===== config.mk =====
export PLATFORM = sky130hd
export DESIGN_NAME = hex_display_ctrl
export DESIGN_NICKNAME = d
export VERILOG_FILES = /design/src/rtl/hex_display_pkg.sv /design/src/rtl/seg7_hex_encode.sv /design/src/rtl/hex_display_ctrl.sv
export SDC_FILE = /design/constraint.sdc
export NUM_CORES = 1
export LEC_CHECK = 0
export CAP_MARGIN = 10
export CELL_PAD_IN_SITES_DETAIL_PLACEMENT = 1
export CELL_PAD_IN_SITES_GLOBAL_PLACEMENT = 1
export CORE_MARGIN = 1
export CORE_UTILIZATION = 41
export DETAILED_ROUTE_END_ITERATION = 8
export GPL_ROUTABILITY_DRIVEN = 0
export HOLD_SLACK_MARGIN = 0.08
export PLACE_DENSITY = 0.84
export SYNTH_ARGS = -nofsm -noshare
export SYNTH_HDL_FRONTEND = slang
export SYNTH_SLANG_ARGS = --single-unit

===== constraint.sdc =====
create_clock -name clock -period 5.2 [get_ports clock]
set_input_delay 1.56 -clock clock [delete_from_list [all_inputs] [get_ports clock]]
set_output_delay 1.56 -clock clock [all_outputs]
set_load 0.01 [all_outputs]

===== src/rtl/hex_display_pkg.sv =====
// Shared types and the hex-to-7-segment table for the hex display controller.
// Patterns are gfedcba, active-low (a 0 bit lights the segment).
package hex_display_pkg;

  typedef enum logic [1:0] {
    DISP_STATIC = 2'b00,
    DISP_BLINK  = 2'b01,
    DISP_SCROLL = 2'b10,
    DISP_BLANK  = 2'b11
  } disp_mode_t;

  localparam logic [6:0] SEG_BLANK = 7'h7F;

  function automatic logic [6:0] hex_to_seg(input logic [3:0] nibble);
    logic [6:0] seg;
    case (nibble)
      4'h0: seg = 7'h40;
      4'h1: seg = 7'h79;
      4'h2: seg = 7'h24;
      4'h3: seg = 7'h30;
      4'h4: seg = 7'h19;
      4'h5: seg = 7'h12;
      4'h6: seg = 7'h02;
      4'h7: seg = 7'h78;
      4'h8: seg = 7'h00;
      4'h9: seg = 7'h10;
      4'hA: seg = 7'h08;
      4'hB: seg = 7'h03;
      4'hC: seg = 7'h46;
      4'hD: seg = 7'h21;
      4'hE: seg = 7'h06;
      default: seg = 7'h0E;
    endcase
    return seg;
  endfunction

endpackage


===== src/rtl/seg7_hex_encode.sv =====
// One-digit combinational encoder: nibble plus blank request to a 7-bit segment
// pattern in the polarity the board wants.
module seg7_hex_encode
  import hex_display_pkg::*;
#(
  parameter int ACTIVE_LOW = 1
) (
  input  logic [3:0] nibble,
  input  logic       blank,
  output logic [6:0] seg
);

  logic [6:0] seg_al;

  assign seg_al = blank ? SEG_BLANK : hex_to_seg(nibble);
  assign seg    = (ACTIVE_LOW != 0) ? seg_al : ~seg_al;

endmodule


===== src/rtl/hex_display_ctrl.sv =====
// N-digit hex 7-segment controller: nibble buffer, static/blink/scroll/blank modes,
// leading-zero suppression, fully registered segment outputs.
module hex_display_ctrl
  import hex_display_pkg::*;
#(
  parameter int NUM_DIGITS  = 6,
  parameter int BUF_NIBBLES = 16,
  parameter int BLINK_DIV   = 25_000_000,
  parameter int SCROLL_DIV  = 12_500_000,
  parameter int ACTIVE_LOW  = 1
) (
  input  logic                               clock,
  input  logic                               reset,
  input  logic                               load,
  input  logic [4*BUF_NIBBLES-1:0]           load_data,
  input  logic [$clog2(BUF_NIBBLES+1)-1:0]   load_len,
  input  logic [1:0]                         mode,
  input  logic                               lz_suppress,
  output logic [7*NUM_DIGITS-1:0]            seg_out,
  output logic                               scroll_done
);

  localparam int LEN_W    = $clog2(BUF_NIBBLES + 1);
  localparam int IDX_W    = $clog2(BUF_NIBBLES);
  localparam int BLINK_W  = $clog2(BLINK_DIV);
  localparam int SCROLL_W = $clog2(SCROLL_DIV);
  localparam logic [6:0] SEG_OFF = (ACTIVE_LOW != 0) ? SEG_BLANK : ~SEG_BLANK;

  logic [4*BUF_NIBBLES-1:0] buf_q;
  logic [LEN_W-1:0]         len_q, len_in, offset_q;
  disp_mode_t               mode_q, mode_d;
  logic                     lz_q, blink_on_q, scroll_done_q;
  logic [BLINK_W-1:0]       blink_cnt_q;
  logic [SCROLL_W-1:0]      scroll_cnt_q;
  logic [7*NUM_DIGITS-1:0]  seg_q, seg_d;

  logic restart, blink_tick, scroll_tick, scroll_active, scroll_wrap;

  assign mode_d  = disp_mode_t'(mode);
  assign restart = load || (mode_d != mode_q);
  assign len_in  = (load_len > LEN_W'(BUF_NIBBLES)) ? LEN_W'(BUF_NIBBLES) : load_len;

  assign blink_tick    = (mode_q == DISP_BLINK)  && (blink_cnt_q  == BLINK_W'(BLINK_DIV - 1));
  assign scroll_tick   = (mode_q == DISP_SCROLL) && (scroll_cnt_q == SCROLL_W'(SCROLL_DIV - 1));
  assign scroll_active = len_q > LEN_W'(NUM_DIGITS);
  assign scroll_wrap   = scroll_tick && scroll_active && (offset_q == len_q - LEN_W'(1));

  always_ff @(posedge clock) begin
    // NOTE: non-blocking assignments so every register here samples pre-edge values.
    if (reset) begin
      buf_q         <= '0;
      len_q         <= '0;
      offset_q      <= '0;
      mode_q        <= DISP_STATIC;
      lz_q          <= 1'b0;
      blink_on_q    <= 1'b1;
      blink_cnt_q   <= '0;
      scroll_cnt_q  <= '0;
      scroll_done_q <= 1'b0;
      seg_q         <= {NUM_DIGITS{SEG_OFF}};
    end else begin
      mode_q        <= mode_d;
      lz_q          <= lz_suppress;
      seg_q         <= seg_d;
      scroll_done_q <= 1'b0;
      if (load) begin
        buf_q <= load_data;
        len_q <= len_in;
      end
      // New data or a new mode restarts the animation from a known point.
      if (restart) begin
        offset_q     <= '0;
        blink_on_q   <= 1'b1;
        blink_cnt_q  <= '0;
        scroll_cnt_q <= '0;
      end else begin
        if (mode_q == DISP_BLINK)
          blink_cnt_q <= blink_tick ? '0 : blink_cnt_q + BLINK_W'(1);
        if (blink_tick)
          blink_on_q <= ~blink_on_q;
        if (mode_q == DISP_SCROLL)
          scroll_cnt_q <= scroll_tick ? '0 : scroll_cnt_q + SCROLL_W'(1);
        if (scroll_tick && scroll_active) begin
          if (scroll_wrap) begin
            offset_q      <= '0;
            scroll_done_q <= 1'b1;
          end else begin
            offset_q <= offset_q + LEN_W'(1);
          end
        end
      end
    end
  end

  logic [3:0] buf_nib  [BUF_NIBBLES];
  logic [3:0] dig_nib  [NUM_DIGITS];
  logic       dig_blank[NUM_DIGITS];

  for (genvar k = 0; k < BUF_NIBBLES; k++) begin : g_unpack
    assign buf_nib[k] = buf_q[4*k +: 4];
  end

  always_comb begin
    int   idx;
    logic seen_nz;
    logic lz_blank;
    logic all_off;
    // NOTE: every output of this block gets a default first, so no path can infer a latch.
    dig_nib   = '{default: '0};
    dig_blank = '{default: 1'b1};
    idx       = 0;
    seen_nz   = 1'b0;
    lz_blank  = 1'b0;
    all_off   = (mode_q == DISP_BLANK) || ((mode_q == DISP_BLINK) && !blink_on_q);
    // Walk from the most significant digit so zero suppression stops at the first nonzero.
    for (int i = NUM_DIGITS - 1; i >= 0; i--) begin
      idx = i;
      if (mode_q == DISP_SCROLL) begin
        idx = int'(offset_q) + i;
        if (idx >= int'(len_q)) idx = idx - int'(len_q);
      end
      dig_nib[i] = buf_nib[IDX_W'(idx)];
      lz_blank   = 1'b0;
      if (i < int'(len_q)) begin
        if (lz_q && (mode_q != DISP_SCROLL) && !seen_nz && (dig_nib[i] == 4'h0) && (i != 0))
          lz_blank = 1'b1;
        else
          seen_nz = 1'b1;
      end
      dig_blank[i] = all_off || (i >= int'(len_q)) || lz_blank;
    end
  end

  for (genvar g = 0; g < NUM_DIGITS; g++) begin : g_digit
    seg7_hex_encode #(
      .ACTIVE_LOW(ACTIVE_LOW)
    ) u_enc (
      .nibble(dig_nib[g]),
      .blank (dig_blank[g]),
      .seg   (seg_d[7*g +: 7])
    );
  end

  assign seg_out     = seg_q;
  assign scroll_done = scroll_done_q;

endmodule


==> run metrics, run 1 <==
final wirelength between 50 and 60 mm; number of max-capacitance violations reported 0; met2 WL ~25 mm; detail-routed net length per standard cell 24.9 um; DP Wirelength 38.4 mm; Initial Utilization around two fifths; number of port buffers around 120; maximum clock insertion buffer count 2; highest layer used for signal routing met4; Ys Warns 0; maximum clock frequency ~0.19 GHz; fraction of the yosys area taken by sequential cells between 20 and 25%; I/O pin cnt 118; post-placement cell count approximately 2.2k; min setup slack post-route -105 ps; antenna diode count 0; layout cell share with drive strength beyond 1 15.8%; part of the total power dissipated in the clock network approximately 36%; leakage component of the power approximately 7 nW; failing checks negative setup slack; drt initial violations between 1k and 1.5k; die area around 0.034 mm2; maximum fanout along the worst path 9; Final Non-Filler Cells between 2k and 2.5k; post-route setup TNS -615 ps; most common cell in the synthesized netlist sky130_fd_sc_hd__mux2i_1; clk_lat worst skew about 470 ps; R2R setup slack -110 ps; worst vdd rail ir drop 0.249 mV; Clock Skew between 10 and 15 ps; RSZ-0062 raised after global routing true; average vias per placed instance approximately 6.4; max-slew violations 0; path type of the worst setup path register to register; area of the mapped netlist between 0.01 and 0.015 mm2; Synth top area share between 20% and 30%; global-route wire length before repair approximately 80 mm; Critical path origin offset_q[1]; Die Height 185 um; number of flops mapped to enable cells by yosys 0; Sequential Power Share 39.0%; routed length on met1 around 22 mm; TritonCTS buffer count 17; top_reg_cell synth sky130_fd_sc_hd__dfxtp_1; startpoint kind of the worst setup timing path register; maximum number of pins on one net before global-route repair 75; areal power density over the cells 225 mW/mm2; Cells on Worst Hold Path 2; Final Critical Period around 5300 ps; DRT antenna net count 0; Post-layout nets about 1.9k; Floorplan Core Area ~0.033 mm2; library cell with the largest summed area after synthesis sky130_fd_sc_hd__dfxtp_1; actual slew at the worst max-slew pin 1150 ps; row count 66; CP Data Arrival Time between 5000 and 6000 ps; syn nets around 1.8k; switching power total about 0.0012 W; count of unique library cells instantiated by Yosys 104; top cells by area in the synthesized netlist sky130_fd_sc_hd__dfxtp_1 (25%), sky130_fd_sc_hd__mux2i_1 (18%), sky130_fd_sc_hd__ha_1 (6.2%), sky130_fd_sc_hd__nor2_1 (5.1%), sky130_fd_sc_hd__nand2_1 (4.3%); net switching fraction of the power 32.8%; final number of setup-violating endpoints 8; clk sink count between 150 and 200; Combinational Power Share roughly 25%; final worst-path cycle share 102%; Detail Route met3 WL around 5 mm; via count of the first global-routing pass around 14k; capture instance of the worst register-to-register path seg_out[10]; horizontal die dimension between 150 and 200 um; clock slew seen by the registers of the worst setup and hold paths around 70 ps; area growth from synthesis to layout 22.2%; Worst Hold Launch blink_cnt_q[13]; internal cell power around 0.0025 W; htree depth 4; average size of a mapped cell about 8.6 um2; antenna violations before repair 1; synthesized netlist cell count 1603; endpoint of the worst hold path blink_cnt_q[13]; Max transition margin 23.5%; routed via count 14.1k; status finished, violations left; cell count of the worst reg-to-reg path 23; clock tree from TritonCTS done; grt total ovfl 0; Critical Path End Type register; CP required between 5000 and 6000 ps; master cell of the clock root buffer sky130_fd_sc_hd__clkbuf_16; DRC violation count after routing 0; Synth Register Bits 170; Fin. Hold Viols 0; worst hold-check path type register to register; Post-synth ARST share 0%; GR Util All Layers approximately 31%; detailed-routing iteration count for the pre-antenna-repair pass 6; list of most frequent post-synthesis cells sky130_fd_sc_hd__mux2i_1 (242), sky130_fd_sc_hd__nor2_1 (188), sky130_fd_sc_hd__dfxtp_1 (170), sky130_fd_sc_hd__nand2_1 (158), sky130_fd_sc_hd__ha_1 (68); launch instance of the worst register-to-register path offset_q[1]
what timing repair did:
action                                  in CTS  in global routing
hold buffers                                 0                  0
gates resized for setup                     10                 38
gates cloned                                 0                  2
pin swaps                                    4                 14
setup buffers                                7                 19
endpoints found under the setup margin      26                 25
placed cells by master, fill, tap and decap left out, types with 6 or more instances in the layout:
cell                              instances
sky130_fd_sc_hd__or3_1                   12
sky130_fd_sc_hd__a2111oi_0                7
sky130_fd_sc_hd__mux2i_1                235
sky130_fd_sc_hd__o21a_1                   6
sky130_fd_sc_hd__a211oi_1                18
sky130_fd_sc_hd__buf_4                  105
sky130_fd_sc_hd__o221ai_1                12
sky130_fd_sc_hd__mux2i_2                  7
sky130_fd_sc_hd__o21ai_0                 32
sky130_fd_sc_hd__nor3_1                  19
sky130_fd_sc_hd__a21o_1                  10
sky130_fd_sc_hd__a31oi_1                 13
sky130_fd_sc_hd__inv_1                   51
sky130_fd_sc_hd__nor4_1                   8
sky130_fd_sc_hd__xor2_1                  41
sky130_fd_sc_hd__nand4_1                 17
sky130_fd_sc_hd__o21ai_1                  7
sky130_fd_sc_hd__clkbuf_16               18
sky130_fd_sc_hd__clkdlybuf4s50_1        115
sky130_fd_sc_hd__o211ai_1                21
sky130_fd_sc_hd__xnor2_1                 23
sky130_fd_sc_hd__dfxtp_1                167
sky130_fd_sc_hd__a21oi_1                 53
sky130_fd_sc_hd__nand3_1                 61
sky130_fd_sc_hd__a211o_1                  6
sky130_fd_sc_hd__mux2_2                  39
sky130_fd_sc_hd__a22oi_1                 19
sky130_fd_sc_hd__a2bb2oi_1                7
sky130_fd_sc_hd__nand2b_1                14
sky130_fd_sc_hd__a32oi_1                  7
sky130_fd_sc_hd__nand2_1                157
sky130_fd_sc_hd__and3_1                  16
sky130_fd_sc_hd__ha_1                    63
sky130_fd_sc_hd__nor2_1                 187
sky130_fd_sc_hd__nor2b_1                 13
sky130_fd_sc_hd__mux4_2                  21
power groups by stage:
stage / sequential (W) / clock, W / combinational, W
3_3_place_gp: 0.00148 / 0 / 0.000821
6_report: 0.00147 / 0.00138 / 0.000932
5_1_grt: 0.00147 / 0.00144 / 0.000982
3_5_place_dp: 0.00149 / 0 / 0.000863
2_1_floorplan: 0.00145 / 0 / 0.000534
4_1_cts: 0.00146 / 0.00139 / 0.000882
worst max path at each step:
stage,to,slack (ps)
finish,seg_out[10],-110
global route,seg_out[37],-210
CTS,seg_out[8],10
detailed placement,seg_out[8],-240
global placement,seg_out[8],30
floorplan,seg_out[10],7
layer usage:
metal / vias to the layer above / track usage [%]
li1: 6170 / -
met1: 6891 / 37.4
met2: 824 / 50.8
met3: 254 / 5.88
met4: 0 / 15.6
met5: - / 0
worst max-delay path, cell delays in order (launching register included):
cell                        delay (ps)
sky130_fd_sc_hd__dfxtp_4           360
sky130_fd_sc_hd__buf_4             180
sky130_fd_sc_hd__ha_2              220
sky130_fd_sc_hd__a21oi_4           180
sky130_fd_sc_hd__xnor2_2           160
sky130_fd_sc_hd__ha_1              310
sky130_fd_sc_hd__a21oi_2           200
sky130_fd_sc_hd__o22a_2            220
sky130_fd_sc_hd__nand3_4           120
sky130_fd_sc_hd__mux2i_4           330
sky130_fd_sc_hd__buf_12            180
sky130_fd_sc_hd__buf_4             110
sky130_fd_sc_hd__mux2i_1           240
sky130_fd_sc_hd__mux2i_1           140
sky130_fd_sc_hd__mux2_2            300
sky130_fd_sc_hd__mux2i_2           200
sky130_fd_sc_hd__ha_2              240
sky130_fd_sc_hd__nand3_1           100
sky130_fd_sc_hd__a211o_1           350
sky130_fd_sc_hd__a211oi_2          190
sky130_fd_sc_hd__buf_4             180
sky130_fd_sc_hd__a41oi_1           110
sky130_fd_sc_hd__a2111o_1          450
sky130_fd_sc_hd__o2111ai_2         130
layout make-up:
class,instances,area [um2]
Fill cell,3823,16000
Multi-Input combinational cell,1291,9930
Sequential cell,170,3410
Timing Repair Buffer,229,2090
Tap cell,442,553
Clock buffer,20,437
Inverter,56,210
Clock inverter,12,164
kinds of logic (layout without fill, tap and decap cells):
| group | after synthesis | after routing | synth area share (%) |
|---|---|---|---|
| compound gates | 300 | 300 | 16.4 |
| mux | 306 | 306 | 24.8 |
| flops | 170 | 170 | 24.8 |
| simple gates | 545 | 546 | 18.4 |
| fa+ha+maj | 72 | 72 | 6.77 |
| buf+inv | 143 | 317 | 4.54 |
| xor+xnor | 67 | 67 | 4.32 |
flip-flops by register name (all words and copies together), names as in the netlist:
signal and cells:
blink_cnt_q 25, blink_on_q 1, buf_q 64, len_q 5, lz_q 1, mode_q 2
offset_q 5, scroll_cnt_q 24, scroll_done 1, seg_out 42
stage by stage:
| step | instance area [um2] | utilization (%) | hold slack, ps | power [W] | worst slack (ps) |
|---|---|---|---|---|---|
| 2_1_floorplan | 13800 | - | 462 | 0.00199 | 7.13 |
| 3_3_place_gp | 15700 | 47.9 | 475 | 0.00230 | 30.6 |
| 3_5_place_dp | 15700 | 47.9 | 493 | 0.00235 | -241 |
| 4_1_cts | 16400 | 50.1 | 512 | 0.00373 | 13.5 |
| 5_1_grt | 16800 | 51.2 | 547 | 0.00390 | -205 |
| 6_report | 16800 | 51.2 | 514 | 0.00378 | -105 |
(Power assumes the default switching activity.)
==> inputs of run 2 (changes only) <==
--- a/config.mk
+++ b/config.mk
@@ -14,6 +14,7 @@
 export GPL_ROUTABILITY_DRIVEN = 0
 export HOLD_SLACK_MARGIN = 0.08
 export PLACE_DENSITY = 0.84
+export SLEW_MARGIN = 30
 export SYNTH_ARGS = -nofsm -noshare
 export SYNTH_HDL_FRONTEND = slang
 export SYNTH_SLANG_ARGS = --single-unit
==> run 2 against run 1 <==
Effect of this change: the run now ends clean; via count down 1.7%; clock power down 4%; power down 2.1%; clock skew down 0.63 ps; combinational power down 2.4%; first-iteration DRC count down 9.1%; global-route usage down 0.52 points; die area unchanged.
==> run metrics, run 2 (same netlist as run 1, synthesis figures left out) <==
Filler Cells Inserted 3849 (was 3823); number of max-capacitance violations reported 0 (unchanged); horizontal die dimension 185 um (unchanged); capture instance of the worst register-to-register path seg_out[10] (unchanged); master cell of the clock root buffer sky130_fd_sc_hd__clkbuf_16 (unchanged); startpoint kind of the worst setup timing path register (unchanged); CP required 5570 ps (was 5580 ps); flip-flop count of the largest register, all copies and words added 64 (unchanged); clk_lat worst skew 460 ps (was 470 ps); Max transition margin 33.4% (was 23.5%); htree depth 4 (unchanged); global-route wire length before repair 79.3 mm (was 80.4 mm); clock slew seen by the registers of the worst setup and hold paths 70 ps (about the same); Critical path buffers and inverters 4 (unchanged); actual slew at the worst max-slew pin 998 ps (was 1150 ps); maximum fanout along the worst path 8 (was 9); Initial Utilization 41.9% (unchanged); total power 0.00370 W (was 0.00378 W); endpoint of the worst hold path blink_cnt_q[13] (unchanged); Critical Path End Type register (unchanged); areal power density over the cells 223 mW/mm2 (was 225 mW/mm2); Slowest-stage cell, CP sky130_fd_sc_hd__a2111o_1 (unchanged); post-placement cell count 2160 (unchanged); maximum number of pins on one net before global-route repair 75 (unchanged); GR Util All Layers 30.0% (was 30.5%); detail-routed net length per standard cell 24.1 um (was 24.9 um); DRC violation count after routing 0 (unchanged); Post-layout nets 1897 (was 1912); antenna diode count 0 (unchanged); leakage component of the power 6.92 nW (was 6.98 nW); final worst-path cycle share 99.8% (was 102%); worst vdd rail ir drop 0.235 mV (was 0.249 mV); Floorplan Core Area 0.0328 mm2 (unchanged); delay of the slowest cell on the worst path 430 ps (was 450 ps); grt total ovfl 0 (unchanged); top cell family by delay on the critical path compound AO/OA/AOI/OAI gates (unchanged); Worst Hold Launch blink_cnt_q[13] (unchanged); worst hold-check path type register to register (unchanged); most frequent cells in the layout sky130_fd_sc_hd__mux2i_1 (237), sky130_fd_sc_hd__nor2_1 (187), sky130_fd_sc_hd__dfxtp_1 (168), sky130_fd_sc_hd__nand2_1 (157), sky130_fd_sc_hd__clkdlybuf4s50_1 (115) (was sky130_fd_sc_hd__mux2i_1 (235), sky130_fd_sc_hd__nor2_1 (187), sky130_fd_sc_hd__dfxtp_1 (167), sky130_fd_sc_hd__nand2_1 (157), sky130_fd_sc_hd__clkdlybuf4s50_1 (115)); layout cell share with drive strength beyond 1 14.7% (was 15.8%); row count 66 (unchanged); Clock Skew 11.9 ps (was 12.5 ps); Fin. Hold Viols 0 (unchanged); number of port buffers 117 (unchanged); CP Data Arrival Time 5560 ps (was 5680 ps); drt initial violations 1226 (was 1349); clock tree from TritonCTS done (unchanged); maximum clock insertion buffer count 2 (unchanged); Final Non-Filler Cells 2205 (was 2220); launch instance of the worst register-to-register path offset_q[1] (unchanged); clk sink count 170 (unchanged); most frequent standard cell in the layout excluding fill and tap cells sky130_fd_sc_hd__mux2i_1 (unchanged); combined area of the multi-input logic cells 0.00988 mm2 (was 0.00993 mm2); average vias per placed instance 6.30 (was 6.37); DRT antenna net count 0 (unchanged); die area 0.0343 mm2 (unchanged); Cells on Worst Hold Path 2 (unchanged); detailed-routing iteration count for the pre-antenna-repair pass 5 (was 6); cell count of the worst reg-to-reg path 23 (unchanged); register ranked first by flip-flop count buf_q (unchanged); pre-CTS worst setup slack -177 ps (was -241 ps); status finished clean (was finished, violations left); TritonCTS buffer count 17 (unchanged); maximum clock frequency 0.193 GHz (was 0.188 GHz); routed via count 13.9k (was 14.1k); series of cell instances along the critical path inv_2 > ha_1 > a21oi_2 > xnor2_1 > ha_1 > a21oi_2 > o22a_2 > nand3_4 > mux2i_4 > buf_12 > buf_4 > mux2i_1 > mux2i_1 > mux2_2 > mux2i_2 > ha_2 > nand3_1 > a211o_1 > a211oi_2 > buf_4 > a41oi_1 > a2111o_1 > o2111ai_1 (was buf_4 > ha_2 > a21oi_4 > xnor2_2 > ha_1 > a21oi_2 > o22a_2 > nand3_4 > mux2i_4 > buf_12 > buf_4 > mux2i_1 > mux2i_1 > mux2_2 > mux2i_2 > ha_2 > nand3_1 > a211o_1 > a211oi_2 > buf_4 > a41oi_1 > a2111o_1 > o2111ai_2); min setup slack post-route 10.3 ps (was -105 ps); Critical path origin offset_q[1] (unchanged); max-slew violations 0 (unchanged); via count of the first global-routing pass 14.3k (about the same); Final Critical Period 5190 ps (was 5310 ps); Die Height 185 um (unchanged); final number of setup-violating endpoints 0 (was 8); I/O pin cnt 118 (unchanged); RSZ-0062 raised after global routing true (unchanged); register area 0.00341 mm2 (about the same); R2R setup slack 10 ps (was -110 ps); final wirelength 53.2 mm (was 55.3 mm); antenna violations before repair 0 (was 1); DP Wirelength 38.3 mm (was 38.4 mm); area growth from synthesis to layout 20.6% (was 22.2%); path type of the worst setup path register to register (unchanged); post-route setup TNS 0 ps (was -615 ps)
-- run 2: final cells by class --
type	instances	area share, %
Clock inverter	14	0.831
Clock buffer	18	2.65
Timing Repair Buffer	214	11.8
Sequential cell	170	20.6
Tap cell	442	3.34
Multi-Input combinational cell	1291	59.6
Inverter	56	1.27
-- run 2: worst register-to-register path, cell delays in order (launching register included) --
cell and delay (ps):
sky130_fd_sc_hd__dfxtp_2 390, sky130_fd_sc_hd__inv_2 110, sky130_fd_sc_hd__ha_1 230, sky130_fd_sc_hd__a21oi_2 200, sky130_fd_sc_hd__xnor2_1 190, sky130_fd_sc_hd__ha_1 320, sky130_fd_sc_hd__a21oi_2 180, sky130_fd_sc_hd__o22a_2 180
sky130_fd_sc_hd__nand3_4 120, sky130_fd_sc_hd__mux2i_4 330, sky130_fd_sc_hd__buf_12 200, sky130_fd_sc_hd__buf_4 140, sky130_fd_sc_hd__mux2i_1 280, sky130_fd_sc_hd__mux2i_1 140, sky130_fd_sc_hd__mux2_2 290, sky130_fd_sc_hd__mux2i_2 200
sky130_fd_sc_hd__ha_2 240, sky130_fd_sc_hd__nand3_1 80, sky130_fd_sc_hd__a211o_1 290, sky130_fd_sc_hd__a211oi_2 160, sky130_fd_sc_hd__buf_4 160, sky130_fd_sc_hd__a41oi_1 110, sky130_fd_sc_hd__a2111o_1 430, sky130_fd_sc_hd__o2111ai_1 140
-- run 2: worst max path at each step --
| stage | end | slack, ps | cells after the start |
|---|---|---|---|
| floorplan | seg_out[10] | 7 | 22 |
| global placement | seg_out[8] | 30 | 20 |
| detailed placement | seg_out[8] | -180 | 22 |
| CTS | seg_out[8] | 40 | 22 |
| global route | seg_out[8] | -280 | 23 |
| finish | seg_out[10] | 10 | 23 |
-- run 2: stage by stage --
step | instance area [um2] | util [%] | hold WS [ps]
5_1_grt | 16600 | 50.5 | 545
6_report | 16600 | 50.5 | 513
2_1_floorplan | 13800 | - | 462
3_5_place_dp | 15700 | 48.0 | 493
4_1_cts | 16400 | 49.9 | 517
3_3_place_gp | 15700 | 47.9 | 475
-- run 2: what timing repair did --
item                       in CTS  in global routing
hold buffers                    0                  0
pin swaps                       4                  9
gates resized for setup         8                 28
buffers inserted                6                  5
hold endpoints to repair        0                  0
setup endpoints to repair      21                 22
cloned                          0                  2
-- run 2: power by group --
part	leakage (nW)	internal (W)	switching, W
combinational	5.23	0.000409	0.000501
clock	0.289	0.000686	0.000632
sequential	1.39	0.00136	0.000109
-- run 2: layer usage --
layer  wire length [um]  GRT usage (%)  up-vias
li1                   -              -     6134
met1              21400           36.7     6833
met5                  0              0        -
met2              25000           49.9      737
met4               2520           16.3        0
met3               4350           5.39      189
